File: config.mk
export PLATFORM = sky130hd
export DESIGN_NAME = hazard_match_pipe_flat
export DESIGN_NICKNAME = d
export VERILOG_FILES = /design/src/rtl/hazard_pkg.sv /design/src/rtl/hazard_match_pipe_if.sv /design/src/rtl/hz_stage_reg.sv /design/src/rtl/hazard_match_pipe.sv /design/src/flat_wrapper.sv
export SDC_FILE = /design/constraint.sdc
export NUM_CORES = 1
export LEC_CHECK = 0
export ABC_AREA = 1
export CAP_MARGIN = 25
export CORE_UTILIZATION = 39
export DETAILED_ROUTE_END_ITERATION = 8
export PLACE_DENSITY = 0.65
export SETUP_SLACK_MARGIN = 0.2
export SYNTH_ARGS = -nofsm -noshare
export SYNTH_HDL_FRONTEND = slang
export SYNTH_SLANG_ARGS = --single-unit
File: constraint.sdc
create_clock -name clk -period 1.2 [get_ports clk]
set_input_delay 0.36 -clock clk [delete_from_list [all_inputs] [get_ports clk]]
set_output_delay 0.36 -clock clk [all_outputs]
set_load 0.01 [all_outputs]
File: src/rtl/hazard_pkg.sv
// Shared widths, the never-forwarded register index, stage field layouts and
// the source/destination comparison used by every hazard match.
package hazard_pkg;

    localparam int REG_ADDR_W = 4;
    localparam logic [REG_ADDR_W-1:0] PC_REG = 4'd15;

    // Destination side of a stage: where it writes and whether it writes.
    typedef struct packed {
        logic [REG_ADDR_W-1:0] waddr;
        logic                  regwrite;
    } stage_ctl_t;

    // Source side of the Execute stage.
    typedef struct packed {
        logic [REG_ADDR_W-1:0] ra1;
        logic [REG_ADDR_W-1:0] ra2;
        logic                  use1;
        logic                  use2;
    } e_src_t;

    typedef struct packed {
        e_src_t     src;
        stage_ctl_t ctl;
        logic       memtoreg;
    } e_stage_t;

    // A read hits a stage only if the source is really read, the stage writes
    // the same register, and that register is not the PC.
    function automatic logic src_hit(
        input logic                  use_src,
        input logic [REG_ADDR_W-1:0] ra,
        input stage_ctl_t            dst
    );
        return use_src & dst.regwrite & (ra == dst.waddr) & (ra != PC_REG);
    endfunction

endpackage

File: src/rtl/hazard_match_pipe_if.sv
// Decode-side inputs, HazardUnit flush and the match/control flags going back
// to HazardUnit, bundled as one bus.
interface hazard_match_pipe_if;
    import hazard_pkg::*;

    logic [REG_ADDR_W-1:0] RA1D;
    logic [REG_ADDR_W-1:0] RA2D;
    logic                  Use1D;
    logic                  Use2D;
    logic [REG_ADDR_W-1:0] WA3D;
    logic                  RegWriteD;
    logic                  MemToRegD;
    logic                  FlushE;

    logic Match_1E_M;
    logic Match_1E_W;
    logic Match_2E_M;
    logic Match_2E_W;
    logic Match_12D_E;
    logic RegWriteM;
    logic RegWriteW;
    logic MemToRegE;

    // Upstream side: decode stage plus HazardUnit.
    modport master (
        output RA1D, RA2D, Use1D, Use2D, WA3D, RegWriteD, MemToRegD, FlushE,
        input  Match_1E_M, Match_1E_W, Match_2E_M, Match_2E_W, Match_12D_E,
        input  RegWriteM, RegWriteW, MemToRegE
    );

    modport slave (
        input  RA1D, RA2D, Use1D, Use2D, WA3D, RegWriteD, MemToRegD, FlushE,
        output Match_1E_M, Match_1E_W, Match_2E_M, Match_2E_W, Match_12D_E,
        output RegWriteM, RegWriteW, MemToRegE
    );

endinterface

File: src/rtl/hz_stage_reg.sv
// Pipeline stage register: asynchronous active-low clear for reset, plus a
// synchronous clear used to load a bubble.
module hz_stage_reg #(
    parameter int WIDTH = 1
) (
    input  logic             clk,
    input  logic             rst_n,
    input  logic             sclr,
    input  logic [WIDTH-1:0] d,
    output logic [WIDTH-1:0] q
);

    always_ff @(posedge clk or negedge rst_n) begin
        if (!rst_n) begin
            q <= '0;
        end else if (sclr) begin
            q <= '0;
        end else begin
            q <= d;
        end
    end

endmodule

File: src/rtl/hazard_match_pipe.sv
// Carries register addresses and write controls through E/M/W and produces the
// forwarding and load-use match flags for HazardUnit.
module hazard_match_pipe
    import hazard_pkg::*;
(
    input  logic                  clk,
    input  logic                  rst_n,
    hazard_match_pipe_if.slave    bus
);

    e_stage_t   e_d;
    e_stage_t   e_q;
    stage_ctl_t m_q;
    stage_ctl_t w_q;

    assign e_d.src.ra1        = bus.RA1D;
    assign e_d.src.ra2        = bus.RA2D;
    assign e_d.src.use1       = bus.Use1D;
    assign e_d.src.use2       = bus.Use2D;
    assign e_d.ctl.waddr      = bus.WA3D;
    assign e_d.ctl.regwrite   = bus.RegWriteD;
    assign e_d.memtoreg       = bus.MemToRegD;

    // FlushE only reaches the E register, so no output depends on it directly.
    hz_stage_reg #(.WIDTH($bits(e_stage_t))) u_stage_e (
        .clk   (clk),
        .rst_n (rst_n),
        .sclr  (bus.FlushE),
        .d     (e_d),
        .q     (e_q)
    );

    hz_stage_reg #(.WIDTH($bits(stage_ctl_t))) u_stage_m (
        .clk   (clk),
        .rst_n (rst_n),
        .sclr  (1'b0),
        .d     (e_q.ctl),
        .q     (m_q)
    );

    hz_stage_reg #(.WIDTH($bits(stage_ctl_t))) u_stage_w (
        .clk   (clk),
        .rst_n (rst_n),
        .sclr  (1'b0),
        .d     (m_q),
        .q     (w_q)
    );

    // Index 0 is source 1, index 1 is source 2.
    logic [1:0]            use_e;
    logic [1:0]            use_d;
    logic [REG_ADDR_W-1:0] ra_e [2];
    logic [REG_ADDR_W-1:0] ra_d [2];
    logic [1:0]            match_m;
    logic [1:0]            match_w;
    logic [1:0]            match_d;

    assign use_e = {e_q.src.use2, e_q.src.use1};
    assign use_d = {bus.Use2D, bus.Use1D};
    assign ra_e[0] = e_q.src.ra1;
    assign ra_e[1] = e_q.src.ra2;
    assign ra_d[0] = bus.RA1D;
    assign ra_d[1] = bus.RA2D;

    genvar gi;
    generate
        for (gi = 0; gi < 2; gi++) begin : g_src
            assign match_m[gi] = src_hit(use_e[gi], ra_e[gi], m_q);
            assign match_w[gi] = src_hit(use_e[gi], ra_e[gi], w_q);
            assign match_d[gi] = src_hit(use_d[gi], ra_d[gi], e_q.ctl);
        end
    endgenerate

    // M and W matches are reported independently; HazardUnit picks priority.
    assign bus.Match_1E_M  = match_m[0];
    assign bus.Match_1E_W  = match_w[0];
    assign bus.Match_2E_M  = match_m[1];
    assign bus.Match_2E_W  = match_w[1];
    assign bus.Match_12D_E = |match_d;
    assign bus.RegWriteM   = m_q.regwrite;
    assign bus.RegWriteW   = w_q.regwrite;
    assign bus.MemToRegE   = e_q.memtoreg;

endmodule
File: src/flat_wrapper.sv
// flat-port wrapper written by rule: the top's interface ports become plain ports
module hazard_match_pipe_flat import hazard_pkg::*;
  (clk, rst_n, bus_RA1D, bus_RA2D, bus_Use1D, bus_Use2D, bus_WA3D, bus_RegWriteD, bus_MemToRegD, bus_FlushE, bus_Match_1E_M, bus_Match_1E_W, bus_Match_2E_M, bus_Match_2E_W, bus_Match_12D_E, bus_RegWriteM, bus_RegWriteW, bus_MemToRegE);
  hazard_match_pipe_if bus_i ();
  input  logic clk;
  input  logic rst_n;
  input wire logic [$bits(bus_i.RA1D)-1:0] bus_RA1D;
  input wire logic [$bits(bus_i.RA2D)-1:0] bus_RA2D;
  input wire logic [$bits(bus_i.Use1D)-1:0] bus_Use1D;
  input wire logic [$bits(bus_i.Use2D)-1:0] bus_Use2D;
  input wire logic [$bits(bus_i.WA3D)-1:0] bus_WA3D;
  input wire logic [$bits(bus_i.RegWriteD)-1:0] bus_RegWriteD;
  input wire logic [$bits(bus_i.MemToRegD)-1:0] bus_MemToRegD;
  input wire logic [$bits(bus_i.FlushE)-1:0] bus_FlushE;
  output wire logic [$bits(bus_i.Match_1E_M)-1:0] bus_Match_1E_M;
  output wire logic [$bits(bus_i.Match_1E_W)-1:0] bus_Match_1E_W;
  output wire logic [$bits(bus_i.Match_2E_M)-1:0] bus_Match_2E_M;
  output wire logic [$bits(bus_i.Match_2E_W)-1:0] bus_Match_2E_W;
  output wire logic [$bits(bus_i.Match_12D_E)-1:0] bus_Match_12D_E;
  output wire logic [$bits(bus_i.RegWriteM)-1:0] bus_RegWriteM;
  output wire logic [$bits(bus_i.RegWriteW)-1:0] bus_RegWriteW;
  output wire logic [$bits(bus_i.MemToRegE)-1:0] bus_MemToRegE;
  assign bus_i.RA1D = bus_RA1D;
  assign bus_i.RA2D = bus_RA2D;
  assign bus_i.Use1D = bus_Use1D;
  assign bus_i.Use2D = bus_Use2D;
  assign bus_i.WA3D = bus_WA3D;
  assign bus_i.RegWriteD = bus_RegWriteD;
  assign bus_i.MemToRegD = bus_MemToRegD;
  assign bus_i.FlushE = bus_FlushE;
  assign bus_Match_1E_M = bus_i.Match_1E_M;
  assign bus_Match_1E_W = bus_i.Match_1E_W;
  assign bus_Match_2E_M = bus_i.Match_2E_M;
  assign bus_Match_2E_W = bus_i.Match_2E_W;
  assign bus_Match_12D_E = bus_i.Match_12D_E;
  assign bus_RegWriteM = bus_i.RegWriteM;
  assign bus_RegWriteW = bus_i.RegWriteW;
  assign bus_MemToRegE = bus_i.MemToRegE;
  hazard_match_pipe u_core (.clk(clk), .rst_n(rst_n), .bus(bus_i));
endmodule
======== Word level (Yosys, flattened, before mapping) ========
Cells that the tools add are included.
word-level totals
  word-level logic and storage cells ...... 33
  bits in registers ....................... 26
  input port bits ......................... 19
  output and inout port bits .............. 8
cells by class
  multiplexer cells ....................... 1
  eq/ne operators ......................... 10
  reduce and logical (&&, ||, !) cells .... 1
  bitwise operators ....................... 18
operators with widths
  kind                  number
  $eq A4 B4 Y1          6
  $and A1 B1 Y1         18
  $mux W16              1
  $ne A4 B4 Y1 const B  4
  $reduce_or A2 Y1      1

======== Depth between registers and ports, before layout ========
Gate-level depths: netlist (run 1).
  depth in word-level cells ............... 4
  depth in mapped cells ................... 6
  depth with buffers taken out ............ 6

======== Hierarchy ========
From an unflattened synthesis (run 1), not the netlist that was laid out.
unflattened totals
  cells, all modules ...................... 206
  area total of the unflattened synthesis .. 1386.3 sq um
modules (own cells, without submodules)
  module                                times used  sequential area each (sq um)  area each (sq um)  cells each
  hz_stage_reg at u_core.u_stage_e      1           400.4                         554.3              50
  hazard_match_pipe                     1           0.0                           506.7              126
  hz_stage_reg at u_core.u_stage_m ...  2           125.1                         162.7              15

======== Least setup slack after synthesis (run 1) ========
Ideal clock, no wire load.
  kind .................................... reg2out
  start point ............................. register u_core.u_stage_e.q[8]
  end point ............................... output port bus_Match_2E_M
  cell stages (with the launch flop) ...... 7
  data required time ...................... 0.840 ns
  arrival time ............................ 0.811 ns
  path buffers ............................ 0
  slack ................................... 0.029 ns
  cell sequence ........................... dfrtp_1 inv_2 nand2_1 nand2_1 nor2_1 nand3_1 nor2_1
on the way
  word-level cells in the longest chain between the ends .. 3
  elaborated cells between the ends (all ways) .. 4
  classes of those cells .................. eq/ne (2); bitwise (2)
RTL lines
  element                   line                source
  start: declaration        hz_stage_reg.sv:10  output logic [WIDTH-1:0] q
  start signal: assignment  hz_stage_reg.sv:15  q <= '0;
  start signal: assignment  hz_stage_reg.sv:17  q <= '0;
  start signal: assignment  hz_stage_reg.sv:19  q <= d;
  $eq A4 B4 Y1              hazard_pkg.sv:35    return use_src & dst.regwrite & (ra == dst.waddr) & (ra != PC_REG);
  $and A1 B1 Y1             hazard_pkg.sv:35
  $and A1 B1 Y1 (*)         hazard_pkg.sv:35
  end: declaration          flat_wrapper.sv:17  output wire logic [$bits(bus_i.Match_2E_M)-1:0] bus_Match_2E_M;
Mark *: on every way between the ends. The rest lies on a longest branch, timed or not.

======== Final worst setup path (run 1) ========
  start point ............................. register u_core.u_stage_e.q[13]
  end point ............................... output port bus_Match_1E_W
on the way
  word-level cells in the longest chain between the ends .. 3
  elaborated cells between the ends (all ways) .. 4
  classes of those cells .................. eq/ne (2); bitwise (2)
RTL lines
  element            line                source
  $eq A4 B4 Y1       hazard_pkg.sv:35
  $and A1 B1 Y1      hazard_pkg.sv:35
  $and A1 B1 Y1 (*)  hazard_pkg.sv:35
  end: declaration   flat_wrapper.sv:16  output wire logic [$bits(bus_i.Match_1E_W)-1:0] bus_Match_1E_W;
Marks and branches as above.

==> results.yml, run 1 <==
outcome:
  outcome: "finished, violations left"
  violations: "setup timing"
sta:
  slew_headroom_pct: 85.7
  finalCritPeriodShare_pct: 143
  setup_viol: 7
  hold_viol: 0
  fmax_mhz: 583
  report.final.slew_viol_count: 0
  rsz0062_at_grt: "true"
  fin_ws_ns: -0.514
  worst_pin_slew_ns: 0.214
  skew_ns: 0.000834
  period_needed_ns: 1.71
power:
  max-vdd-ir-drop_mv: 0.509
  p_int_mw: 1.19
  swShare_pct: 25.1
  pwr-share-clk_pct: 20.6
  p_sw_mw: 0.399
  powerDensity_nw_per_um2: 908
  p_leak_nw: 0.953
  pwr-share-seq_pct: 61.0
  p_comb_share_pct: 18.3
routing:
  drt-total-wl_mm: 2.65
  drc_errors: 0
  viasPerCell: 4.43
  top_layer: "met4"
  wl_per_cell_um: 9.93
  ant_nets: 0
  wl_met2_mm: 1.37
  drtPass1Iterations: 4
  via_count: 1183
  drt_iter0_drc: 38
  m1WireLength_mm: 1.11
  dr_wl_met3_um: 114
grt:
  grt_max_degree: 27
  grt_pass1_vias: 1142
  grt_pass1_wl_mm: 4.82
  antenna_found_initial: 0
  grt.total_usage_pct: 18.3
  grt-ovfl-total: 0
synthesis:
  yosysWarnings: 0
  syn_area_um2: 1260
  ys_seq_area_share_pct: 51.6
  syn_avg_cell_area_um2: 7.08
  synth_nets: 197
  synthCells: 178
  ys_seq_elements: 26
  synthDistinctLibCells: 13
setup_path:
  slowest_delay_ns: 0.43
  critical_path_class: "reg2out"
  reg2reg_slack_ns: 0.55
  cp.required_ns: 0.84
  cp_slowest_cell: "dfrtp_1"
  end_kind: "output port"
  crit_top_cell: "nor2_2"
  crit_chain: "buf_4, nand2_2, nor2_2, nor2_1, nand2_1, nor2_2, buf_2"
  start_kind: "register"
  critPathArrivalTime_ns: 1.35
  path_max_fanout: 3
clock_network:
  cts_buffer_depth: 2
  cts_root_buffer: "clkbuf_4"
  cts_buffers: 3
  cts_hold_buffers: 0
  clkTransAtPathRegs_ns: 0.12
  clk_latency_ns: 0.29
  clock-sinks: 26
  htreeDepth: 1
  tritoncts: "built"
floorplan:
  coreArea_um2: 3050
  die_w_um: 58.8
  rows: 20
  initial_core_util_pct: 41.3
  die_area_um2: 3460
  ioPinCount: 27
  die_height_um: 58.8
layout:
  finish.instance_area_um2: 1750
  syn2layout_area_growth_pct: 38.6
  final_layout_size_suffix_gt1_share_pct: 24.2
  n_antenna_cell: 0
  nNetsFinal: 244
  fin_util_pct: 57.2
min_path:
  hold_class: "in2async"
placed_design:
  dpl-instance-area_um2: 1680
  portBuffers: 26
  gp_congestion: 0.972
  hpwl_mm: 2.02
flow_run:
  drv_cap: 0
## synth_stat cells
library cell | number | area [µm²]
nor2_2 | 1 | 6.26
a21oi_1 | 3 | 15.0
nand2_1 | 64 | 240
clkbuf_2 | 1 | 5.00
nand3_1 | 8 | 40.0
o21ai_0 | 2 | 10.0
inv_2 | 3 | 11.3
nand4_1 | 1 | 6.26
nor2_1 | 29 | 109
dfrtp_1 | 26 | 651
buf_2 | 1 | 5.00
o211ai_1 | 4 | 30.0
inv_1 | 35 | 131
## repair_timing
item / CTS / global route
buffers inserted: 7 / 1
gates cloned: 0 / 0
setup endpoints to repair: 8 / 8
pin swaps: 17 / 7
resized for setup: 51 / 10
## area by class of cell
class / count / area (µm²)
Fill cell: 303 / 1310
Sequential cell: 26 / 656
Multi-Input combinational cell: 112 / 487
Timing Repair Buffer: 44 / 384
Inverter: 38 / 143
Tap cell: 44 / 55.1
Clock buffer: 3 / 22.5
## layer usage
| layer | vias to the layer above | global-route usage, % |
|---|---|---|
| met5 | - | 0 |
| met4 | 0 | 6.12 |
| met3 | 6 | 1.98 |
| met2 | 33 | 34.4 |
| met1 | 534 | 21.4 |
| li1 | 610 | - |
## power by group through the flow
stage | registers (mW) | clock network [mW] | logic [mW]
after floorplan | 0.972 | 0 | 0.124
after global placement | 0.980 | 0 | 0.273
after detailed placement | 0.982 | 0 | 0.279
after CTS | 0.965 | 0.349 | 0.285
after global routing | 0.976 | 0.387 | 0.329
final | 0.968 | 0.327 | 0.291
## logic make-up after synthesis
family | after synthesis | share of synthesized area, %
DFF | 26 | 51.6
AOI/OAI and AO/OA | 9 | 4.37
buffers and inverters | 40 | 12.1
and+or+nand+nor | 103 | 31.9
## cell usage in the layout, fill, tap and decap left out
cell and count:
dlygate4sd2_1 10, clkbuf_4 3, a21oi_1 3, buf_2 6
nand4_1 1, nand3_1 7, inv_2 9, dfrtp_2 4
o21ai_0 2, inv_1 29, buf_6 3, clkdlybuf4s50_1 8
o211ai_1 4, dfrtp_1 22, nand2_1 60, nor2_1 23
nor2_2 7, buf_4 15, nand3_2 1, nand2_2 4
buf_12 2
## critical path: cells and delay by family (launching register included)
family / cells / cell delay (ns)
AND/OR/NAND/NOR: 5 / 0.34
buffers and inverters: 2 / 0.27
flip-flops: 1 / 0.43
## registers in the layout, indices dropped and copies added (netlist names)
signal	flops
u_core.u_stage_w.q	5
u_core.u_stage_e.q	16
u_core.u_stage_m.q	5
## per-stage QoR
stage | TNS [ns] | instances | setup slack [ns] | power [mW] | hold slack [ns]
after floorplan | 0 | 178 | 0.0553 | 1.10 | 0.0644
after global placement | -3.15 | 256 | -0.944 | 1.25 | 0.379
after detailed placement | -3.27 | 256 | -0.967 | 1.26 | 0.384
after CTS | -2.43 | 266 | -0.505 | 1.60 | 0.393
after global routing | -3.19 | 267 | -0.617 | 1.69 | 0.391
final | -2.40 | 267 | -0.514 | 1.59 | 0.398
## path summary, 6_finish.rpt
kind                            cells after the start                         endpoint                        startpoint
worst max-delay path                                7                   bus_Match_1E_W  u_core.u_stage_e.q[13]$_DFF_PN0_
worst min-delay path                                2  u_core.u_stage_e.q[5]$_DFF_PN0_                             rst_n
worst max register to register                      1  u_core.u_stage_m.q[4]$_DFF_PN0_   u_core.u_stage_e.q[5]$_DFF_PN0_
worst min register to register                      0  u_core.u_stage_m.q[0]$_DFF_PN0_   u_core.u_stage_e.q[1]$_DFF_PN0_
max in group asynchronous                           2  u_core.u_stage_e.q[2]$_DFF_PN0_                             rst_n
min in group clk                                    3  u_core.u_stage_e.q[7]$_DFF_PN0_                         bus_Use1D
No activity file was read; power rests on OpenSTA's default activity.
==> run 2: changes to the inputs <==
--- a/config.mk
+++ b/config.mk
@@ -9,6 +9,7 @@
 export CAP_MARGIN = 25
 export CORE_UTILIZATION = 39
 export DETAILED_ROUTE_END_ITERATION = 8
+export HOLD_SLACK_MARGIN = 0.06
 export PLACE_DENSITY = 0.65
 export SETUP_SLACK_MARGIN = 0.2
 export SYNTH_ARGS = -nofsm -noshare
==> results of run 2 <==
Same layout as run 1: the final DEF is identical, and so are final timing and power.
